File: config.mk
export PLATFORM = sky130hd
export DESIGN_NAME = psm_tx_sched
export DESIGN_NICKNAME = d
export VERILOG_FILES = /design/src/rtl/psm_tx_sched.sv
export SDC_FILE = /design/constraint.sdc
export NUM_CORES = 1
export LEC_CHECK = 0
export BUFFER_PORTS_ARGS = -buffer_cell sky130_fd_sc_hd__buf_2
export CORE_MARGIN = 2
export CORE_UTILIZATION = 45
export DETAILED_ROUTE_END_ITERATION = 12
export GPL_ROUTABILITY_DRIVEN = 1
export HOLD_SLACK_MARGIN = 0.06
export PLACE_DENSITY_LB_ADDON = 0.15
export SYNTH_ARGS = -nofsm -noshare
export SYNTH_HDL_FRONTEND = slang
export SYNTH_SLANG_ARGS = --single-unit
File: constraint.sdc
create_clock -name clk -period 2.3 [get_ports clk]
set_clock_uncertainty 0.1 [all_clocks]
set_input_delay 0.23 -clock clk [delete_from_list [all_inputs] [get_ports clk]]
set_output_delay 0.23 -clock clk [all_outputs]
set_load 0.01 [all_outputs]
File: src/rtl/psm_tx_sched.sv
`default_nettype none
// ============================================================================
//  Module      : psm_tx_sched
//  Description : Per-port transmit scheduler. Round-robin, frame-granular
//                sharing of one PSM transmitter between NREQ byte sources,
//                with inter-frame gap, inactivity timeout and link-down abort.
//  Revision    : 1.0  initial release
// ============================================================================
module psm_tx_sched #(
    parameter int NREQ    = 4,
    parameter int PORT    = 0,
    parameter int IFG_CYC = 24,
    parameter int TO_CYC  = 256
) (
    input  logic                 clk,
    input  logic                 rst_n,
    input  logic [NREQ-1:0]      req,
    output logic [NREQ-1:0]      grant,
    input  logic [NREQ-1:0]      in_valid,
    input  logic [16*NREQ-1:0]   in_byte,
    input  logic [8*NREQ-1:0]    in_data,
    input  logic                 port_link,
    output logic                 tx_valid,
    output logic [1:0]           tx_port,
    output logic [15:0]          tx_byte,
    output logic [7:0]           tx_data,
    output logic                 busy,
    output logic [15:0]          abort_cnt,
    output logic [15:0]          bad_cnt
);

    localparam int c_IW = (NREQ > 1) ? $clog2(NREQ) : 1;
    localparam int c_TW = $clog2(TO_CYC + 1);
    localparam int c_FW = $clog2(IFG_CYC + 1);

    localparam logic [1:0] c_ST_IDLE  = 2'd0;
    localparam logic [1:0] c_ST_GRANT = 2'd1;
    localparam logic [1:0] c_ST_IFG   = 2'd2;

    localparam logic [15:0] c_END_GOOD = 16'hFFFF;
    localparam logic [15:0] c_END_BAD  = 16'hFFFE;

    logic [1:0]      r_state;
    logic [NREQ-1:0] r_grant;
    logic [c_IW-1:0] r_gidx;
    logic [c_IW-1:0] r_rr;
    logic [c_TW-1:0] r_to_cnt;
    logic [c_FW-1:0] r_ifg_cnt;
    logic            r_tx_valid;
    logic [15:0]     r_tx_byte;
    logic [7:0]      r_tx_data;
    logic [15:0]     r_abort_cnt;
    logic [15:0]     r_bad_cnt;

    logic            w_any;
    logic [c_IW-1:0] w_sel;
    logic [c_IW:0]   w_cand;
    logic [NREQ-1:0] w_sel_oh;
    logic [c_IW-1:0] w_rr_next;
    logic            w_g_valid;
    logic [15:0]     w_g_byte;
    logic [7:0]      w_g_data;
    logic            w_marker;
    logic            w_to_hit;
    logic            w_abort;

    // Search starts at the rr pointer and wraps, so the first hit is the fair winner.
    always_comb begin
        w_any  = 1'b0;
        w_sel  = '0;
        w_cand = '0;
        for (int i = 0; i < NREQ; i++) begin
            w_cand = {1'b0, r_rr} + (c_IW+1)'(i);
            if (w_cand >= (c_IW+1)'(NREQ)) begin
                w_cand = w_cand - (c_IW+1)'(NREQ);
            end
            if (!w_any && req[w_cand[c_IW-1:0]]) begin
                w_any = 1'b1;
                w_sel = w_cand[c_IW-1:0];
            end
        end
    end

    assign w_sel_oh  = NREQ'(1) << w_sel;
    assign w_rr_next = (w_sel == c_IW'(NREQ - 1)) ? '0 : w_sel + c_IW'(1);

    assign w_g_valid = in_valid[r_gidx];
    assign w_g_byte  = in_byte[{r_gidx, 4'b0000} +: 16];
    assign w_g_data  = in_data[{r_gidx, 3'b000} +: 8];
    assign w_marker  = (w_g_byte == c_END_GOOD) || (w_g_byte == c_END_BAD);

    // Timeout fires on the TO_CYC-th consecutive silent cycle of the grant.
    assign w_to_hit  = !w_g_valid && (r_to_cnt == c_TW'(TO_CYC - 1));
    assign w_abort   = !port_link || w_to_hit;

    always_ff @(posedge clk or negedge rst_n) begin
        if (!rst_n) begin
            r_state     <= c_ST_IDLE;
            r_grant     <= '0;
            r_gidx      <= '0;
            r_rr        <= '0;
            r_to_cnt    <= '0;
            r_ifg_cnt   <= '0;
            r_tx_valid  <= 1'b0;
            r_tx_byte   <= '0;
            r_tx_data   <= '0;
            r_abort_cnt <= '0;
            r_bad_cnt   <= '0;
        end else begin
            r_tx_valid <= 1'b0;
            case (r_state)
                c_ST_IDLE: begin
                    if (port_link && w_any) begin
                        r_grant  <= w_sel_oh;
                        r_gidx   <= w_sel;
                        r_rr     <= w_rr_next;
                        r_to_cnt <= '0;
                        r_state  <= c_ST_GRANT;
                    end
                end
                c_ST_GRANT: begin
                    if (w_abort) begin
                        // Abort has priority over a marker or byte in the same cycle.
                        r_grant   <= '0;
                        r_ifg_cnt <= '0;
                        r_state   <= c_ST_IFG;
                        if (r_abort_cnt != 16'hFFFF) begin
                            r_abort_cnt <= r_abort_cnt + 16'd1;
                        end
                    end else if (w_g_valid) begin
                        r_to_cnt <= '0;
                        if (w_marker) begin
                            r_grant   <= '0;
                            r_ifg_cnt <= '0;
                            r_state   <= c_ST_IFG;
                            if ((w_g_byte == c_END_BAD) && (r_bad_cnt != 16'hFFFF)) begin
                                r_bad_cnt <= r_bad_cnt + 16'd1;
                            end
                        end else begin
                            r_tx_valid <= 1'b1;
                            r_tx_byte  <= w_g_byte;
                            r_tx_data  <= w_g_data;
                        end
                    end else begin
                        r_to_cnt <= r_to_cnt + c_TW'(1);
                    end
                end
                c_ST_IFG: begin
                    if (r_ifg_cnt == c_FW'(IFG_CYC - 1)) begin
                        r_state <= c_ST_IDLE;
                    end else begin
                        r_ifg_cnt <= r_ifg_cnt + c_FW'(1);
                    end
                end
                default: begin
                    r_state <= c_ST_IDLE;
                    r_grant <= '0;
                end
            endcase
        end
    end

    assign grant     = r_grant;
    assign tx_valid  = r_tx_valid;
    assign tx_port   = 2'(PORT);
    assign tx_byte   = r_tx_byte;
    assign tx_data   = r_tx_data;
    assign busy      = (r_state != c_ST_IDLE);
    assign abort_cnt = r_abort_cnt;
    assign bad_cnt   = r_bad_cnt;

endmodule
`default_nettype wire

==> reports/metrics.yaml, run 1 <==
fmax_mhz: 410
drt-vias-per-instance: 5.45
syn_area_um2: 4580
cts.sinks: 81
placed_area_um2: 5830
die_h_um: 105
outcome: "finished with violations"
clk_transition_reported_paths_ns: 0.09
avgSynthCellArea_um2: 12.1
syn_to_final_growth_pct: 40.2
htree_levels: 3
cts_made_buffers: 9
cp-endpoint: "tx_data[0]"
io_pins: 171
synth_edf_count: 0
die_w_um: 105
synthMostInstantiatedCell: "dfrtp_1"
max-vdd-ir-drop_mv: 0.637
drtIter0Drc: 164
clk_latency_ns: 0.34
yosysTopAreaCellShare_pct: 44.3
ys_seq_area_share_pct: 44.3
power.density_nw_per_um2: 941
synth.distinct_cells: 60
drc: 0
maxCapViolations: 0
total_power_uw: 6040
failed_checks: "setup timing"
vias: 3899
yosysTopAreaCell: "dfrtp_1"
netlist_instances: 377
place_hpwl_um: 8850
rr_worst_depth: 7
r2r_start: "r_gidx[0]"
async_flop_share_pct: 100
r2r_slack_ns: -0.14
start_kind: "register"
critical_path_required_ns: 2.43
hold_violations: 0
cts_root_buffer: "clkbuf_8"
grt_max_degree: 46
ys.flop_type: "dfrtp_1"
drive_gt1_share_pct: 55.1
nFillCells: 813
hp-class: "in -> reg"
r2r_end: "tx_data[0]"
finalMaxSlewViolations: 0
ys_warn_count: 0
post_drt_wl_per_cell_um: 16.8
fin_area_um2: 6420
start_util_pct: 46.6
grt_usage_pct: 21.6
routed_wirelength_um: 12100
postRouteAntennaNets: 0
critical_path.endpoint_type: "register"
core_area_um2: 9820
tritoncts: "done"
place_congestion: 0.939
finalSetupViolCount: 54
grt_pass1_wl_um: 19200
post-route-min-period_ns: 2.44
fp-row-count: 36
dr.pass1.iters: 4
crit_arrival_ns: 2.57
critical_path.max_fanout: 18
yosys-top-cells-count: "dfrtp_1, nand2_1, mux2_2"
ys_seq_elements: 81
antenna_found_initial: 0
crit_type: "reg -> reg"
rsz0062_at_grt: "true"
port_buffers: 168
leakage_uw: 0.00325
crit_start: "r_gidx[0]"
period_share_pct: 106
cts_buffer_depth: 2
overflow: 0
synth.area.top_cells: "dfrtp_1, mux4_2, mux2_2"
grt_pass1_vias: 3922
dieArea_um2: 11000
timing.final.ws_setup_ns: -0.139
nNetsFinal: 695
diodes: 0
## registers in the layout, indices dropped and copies added (netlist names), 4 cells and up
signal / cells
tx_data: 8
r_to_cnt: 9
bad_cnt: 16
tx_byte: 16
abort_cnt: 16
grant: 4
r_ifg_cnt: 5
## power breakdown
group / switching (uW) / leakage, uW / internal, uW
Sequential: 286 / 0.00108 / 1760
Clock: 514 / 0.000109 / 716
Combinational: 1310 / 0.00206 / 1460
Total: 2110 / 0.00325 / 3940
## what timing repair did
action                                  CTS  global route
endpoints found under the setup margin   54            74
buffers inserted                          3             1
pin swaps                                 6            14
hold buffers                              1             0
gates resized for setup                  19            49
endpoints found under the hold margin    36             0
gates cloned                              1             3
## critical path, cell delays in order (launching register included)
cell and delay, ns:
dfrtp_1 0.37, buf_12 0.18, mux4_1 0.60, nand4_2 0.15
nor4_4 0.07, nor3_4 0.28, clkbuf_16 0.23, mux2_2 0.32
## through the flow
step,utilization (%),worst slack [ns],std cells,setup TNS [ns],hold slack [ns]
floorplan,-,-0.118,378,-2.92,-0.166
global route,65.4,-0.241,716,-10.81,0.219
global placement,59.4,-0.0747,692,-2.16,0.136
CTS,62.8,-0.144,712,-4.44,0.200
detailed placement,59.4,-0.122,692,-4.16,0.137
finish,65.4,-0.139,716,-4.43,0.219
## kinds of logic after synthesis
logic type      Yosys count  synth area share [%]
compound gates           46                  6.69
mux                      58                  20.6
xor+xnor                 31                  5.93
fa+ha+maj                 9                  2.46
flops                    81                  44.3
simple gates            124                  16.7
buf+inv                  27                  3.28
other cells               1                0.0819
## routing by layer
metal  GRT usage (%)  vias up  share of wire [%]
li1                -     1809                  -
met1            28.5     1958                 43
met2            36.1      114                 51
met3            3.68       18                4.1
met4            7.43        0                1.9
met5               0        -                  0
## area by class of cell
class	instances	area [um^2]	area share (%)
inverter	10	40.0	0.624
clock buffer	10	128	1.99
clock inverter	5	105	1.64
timing repair buffer	207	1240	19.4
sequential	81	2030	31.6
multi-input combinational	270	2710	42.2
tap	133	166	2.59
## cells in the final DEF (no fill, tap or decap), drive strengths merged, types with 11 or more instances in the layout
master,n
dfrtp,81
xor2,12
nand4,15
mux2,28
clkbuf,11
nand3,19
buf,205
and3,13
xnor2,19
o21ai,19
mux4,25
nand2,24
## worst min path at each step
stage / cells after the start / endpoint / start / slack, ns
global route: 3 / tx_data[7] / in_data[7] / 0.22
floorplan: 0 / abort_cnt[0] / rst_n / -0.17
detailed placement: 1 / r_to_cnt[4] / rst_n / 0.14
finish: 3 / tx_data[5] / in_data[5] / 0.22
CTS: 3 / tx_data[5] / in_data[5] / 0.20
global placement: 1 / r_to_cnt[2] / rst_n / 0.14
No activity file was read; power rests on OpenSTA's default activity.
==> run 2, diff against run 1 <==
Settings changed: ABC_AREA set to 1, CORE_UTILIZATION 45 to 47.
==> run 2 against run 1 <==
  * The run now ends clean
  * Count of clock-buffer cells in the layout is the same
  * Largest cell class unchanged
  * Largest power group unchanged
  * Sequential power shrank 2%
  * Sequential share of layout area down 1.8 points
==> reports/metrics.yaml, run 2 <==
yosys-top-cells-count: "nand2_1, nand3_1, dfrtp_1"
critical_path.endpoint_type: "register"
drive_gt1_share_pct: 25.9
clockPowerShare_pct: 21.1
tritoncts: "done"
postRouteAntennaNets: 0
timing.final.ws_setup_ns: 0.138
post_drt_wl_per_cell_um: 13.4
vias: 5509
cts_buffer_depth: 2
critical_path.max_fanout: 16
clk_latency_ns: 0.33
mostFrequentLayoutCell: "nand2_1"
critical_path_required_ns: 2.42
fin_area_um2: 6820
yosysTopAreaCellShare_pct: 38.3
synthMostInstantiatedCell: "nand2_1"
max-vdd-ir-drop_mv: 0.477
pre_cts_slack_ns: 0.0480
fp-row-count: 38
whs_ns: 0.150
synth.area.top_cells: "dfrtp_1, nand2_1, nand3_1"
netlist_instances: 767
core_area_um2: 10900
diodes: 0
yosysTopAreaCell: "dfrtp_1"
finalMaxSlewViolations: 0
overflow: 0
min_path_cells: 5
multi_input_area_um2: 2920
io_pins: 171
period_share_pct: 94.0
p_sw_uw: 2920
power.share.sequential_pct: 29.3
worstHoldStart: "in_byte[4]"
outcome: "finished, final reports clean"
p_sw_share_pct: 42.8
place_hpwl_um: 10800
grt_usage_pct: 23.6
syn_to_final_growth_pct: 28.7
r2r_start: "r_gidx[0]"
nFillCells: 1068
routed_wirelength_um: 14600
ys.flop_type: "dfrtp_1"
ys_warn_count: 0
cts.sinks: 81
nNetsFinal: 1066
start_util_pct: 48.4
async_flop_share_pct: 100
grt_max_degree: 53
start_kind: "register"
internal_power_uw: 3900
die_w_um: 110
ys_seq_elements: 81
clk_transition_reported_paths_ns: 0.06
drt-vias-per-instance: 5.03
cts_root_buffer: "clkbuf_16"
finalSetupViolCount: 0
antenna_found_initial: 0
hold_violations: 0
synth.distinct_cells: 38
post-route-min-period_ns: 2.16
power.density_nw_per_um2: 1000
leakage_uw: 0.00377
rr_worst_depth: 13
syn_area_um2: 5290
drc: 0
placed_area_um2: 6330
grt_pass1_vias: 4919
holdPathEnd: "tx_byte[4]"
rsz0062_at_grt: "true"
htree_levels: 3
place_congestion: 0.910
final_cell_mix: "nand2_1, buf_2, nand3_1, dfrtp_1, nor2_1"
combPwrFrac_pct: 49.5
maxCapViolations: 0
fmax_mhz: 463
crit_arrival_ns: 2.28
drtIter0Drc: 325
dieArea_um2: 12100
grt_pass1_wl_um: 22600
avgSynthCellArea_um2: 6.90
total_power_uw: 6830
ys_seq_area_share_pct: 38.3
hp-class: "in -> reg"
dr.pass1.iters: 5
synth_edf_count: 0
cts_made_buffers: 9
r2r_end: "bad_cnt[9]"
port_buffers: 168
crit_type: "reg -> reg"
die_h_um: 110
r2r_slack_ns: 0.14
regArea_um2: 2030
[run 2: cell count changes in the layout (fill, tap and decap cells not counted), sizes merged, moves of 6 or more]
cell and change:
nand4 +14, o22ai +7, buf -9, and3 -12
and2 -7, mux2 -28, nor2 +55, nand3 +68
o21ai +14, inv +42, nand2b -6, mux4 -25
nand2 +297
[run 2: area by class of cell]
| class | count | area share, % |
|---|---|---|
| Clock buffer | 10 | 3.51 |
| Clock inverter | 6 | 0.973 |
| Inverter | 52 | 3.38 |
| Multi-Input combinational cell | 605 | 42.8 |
| Sequential cell | 81 | 29.8 |
| Tap cell | 140 | 2.57 |
| Timing Repair Buffer | 199 | 16.8 |
| Timing Repair inverter | 2 | 0.239 |
[run 2: cells by family after synthesis]
group	synth area share, %
buffers and inverters	7.68
AO/OA/AOI/OAI	5.53
XOR/XNOR	4.80
adder cells (fa/ha/maj)	2.13
other	0.0708
AND/OR/NAND/NOR	41.5
flip-flops	38.3
[run 2: how the worst max path moves through the flow]
stage	startpoint	to	slack, ns	depth (start not counted)
floorplan	r_to_cnt[0]	tx_byte[8]	0.07	14
global route	r_gidx[0]	grant[0]	-0.02	12
CTS	r_gidx[0]	r_ifg_cnt[2]	0.04	12
detailed placement	r_gidx[0]	r_ifg_cnt[2]	0.05	12
global placement	r_gidx[0]	r_ifg_cnt[2]	0.05	12
finish	r_gidx[0]	bad_cnt[9]	0.14	13
[run 2: routing by layer]
| metal | GRT usage, % | vias to the layer above | wire length (um) |
|---|---|---|---|
| met5 | 0 | - | 0 |
| met3 | 3.53 | 21 | 893 |
| met1 | 31.1 | 2473 | 6420 |
| met4 | 7.14 | 0 | 290 |
| met2 | 40.3 | 171 | 7020 |
| li1 | - | 2844 | - |
[run 2: metrics by stage]
step                util, %  instances  setup TNS [ns]
global route           62.3       1095         -0.0720
global placement       57.9       1071               0
detailed placement     57.9       1071               0
floorplan                 -        768               0
finish                 62.3       1095               0
CTS                    60.7       1088               0
[run 2: what timing repair did]
| action | in CTS | in global routing |
|---|---|---|
| endpoints found under the hold margin | 32 | 0 |
| setup buffers | 0 | 3 |
| setup endpoints to repair | 0 | 69 |
| gates resized for setup | 0 | 24 |
| hold buffers | 1 | 0 |
[run 2: power by group through the flow]
| stage | clock network (uW) | registers, uW | logic (uW) |
|---|---|---|---|
| 2_1_floorplan | 0 | 2060 | 2120 |
| 3_3_place_gp | 0 | 2010 | 3140 |
| 3_5_place_dp | 0 | 2000 | 3160 |
| 4_1_cts | 1480 | 1980 | 3170 |
| 5_1_grt | 1540 | 2050 | 3830 |
| 6_report | 1440 | 2000 | 3380 |
[run 2: worst max-delay path, stage by stage, from the launching register on]
cell	delay, ns
dfrtp_2	0.48
buf_12	0.16
inv_6	0.12
nand2_1	0.07
nand3_1	0.10
nand2_1	0.06
nor2_1	0.13
nand2_1	0.12
inv_1	0.07
nand2_1	0.08
nor2_4	0.19
nand3_2	0.21
nand2_1	0.12
nand2_1	0.05
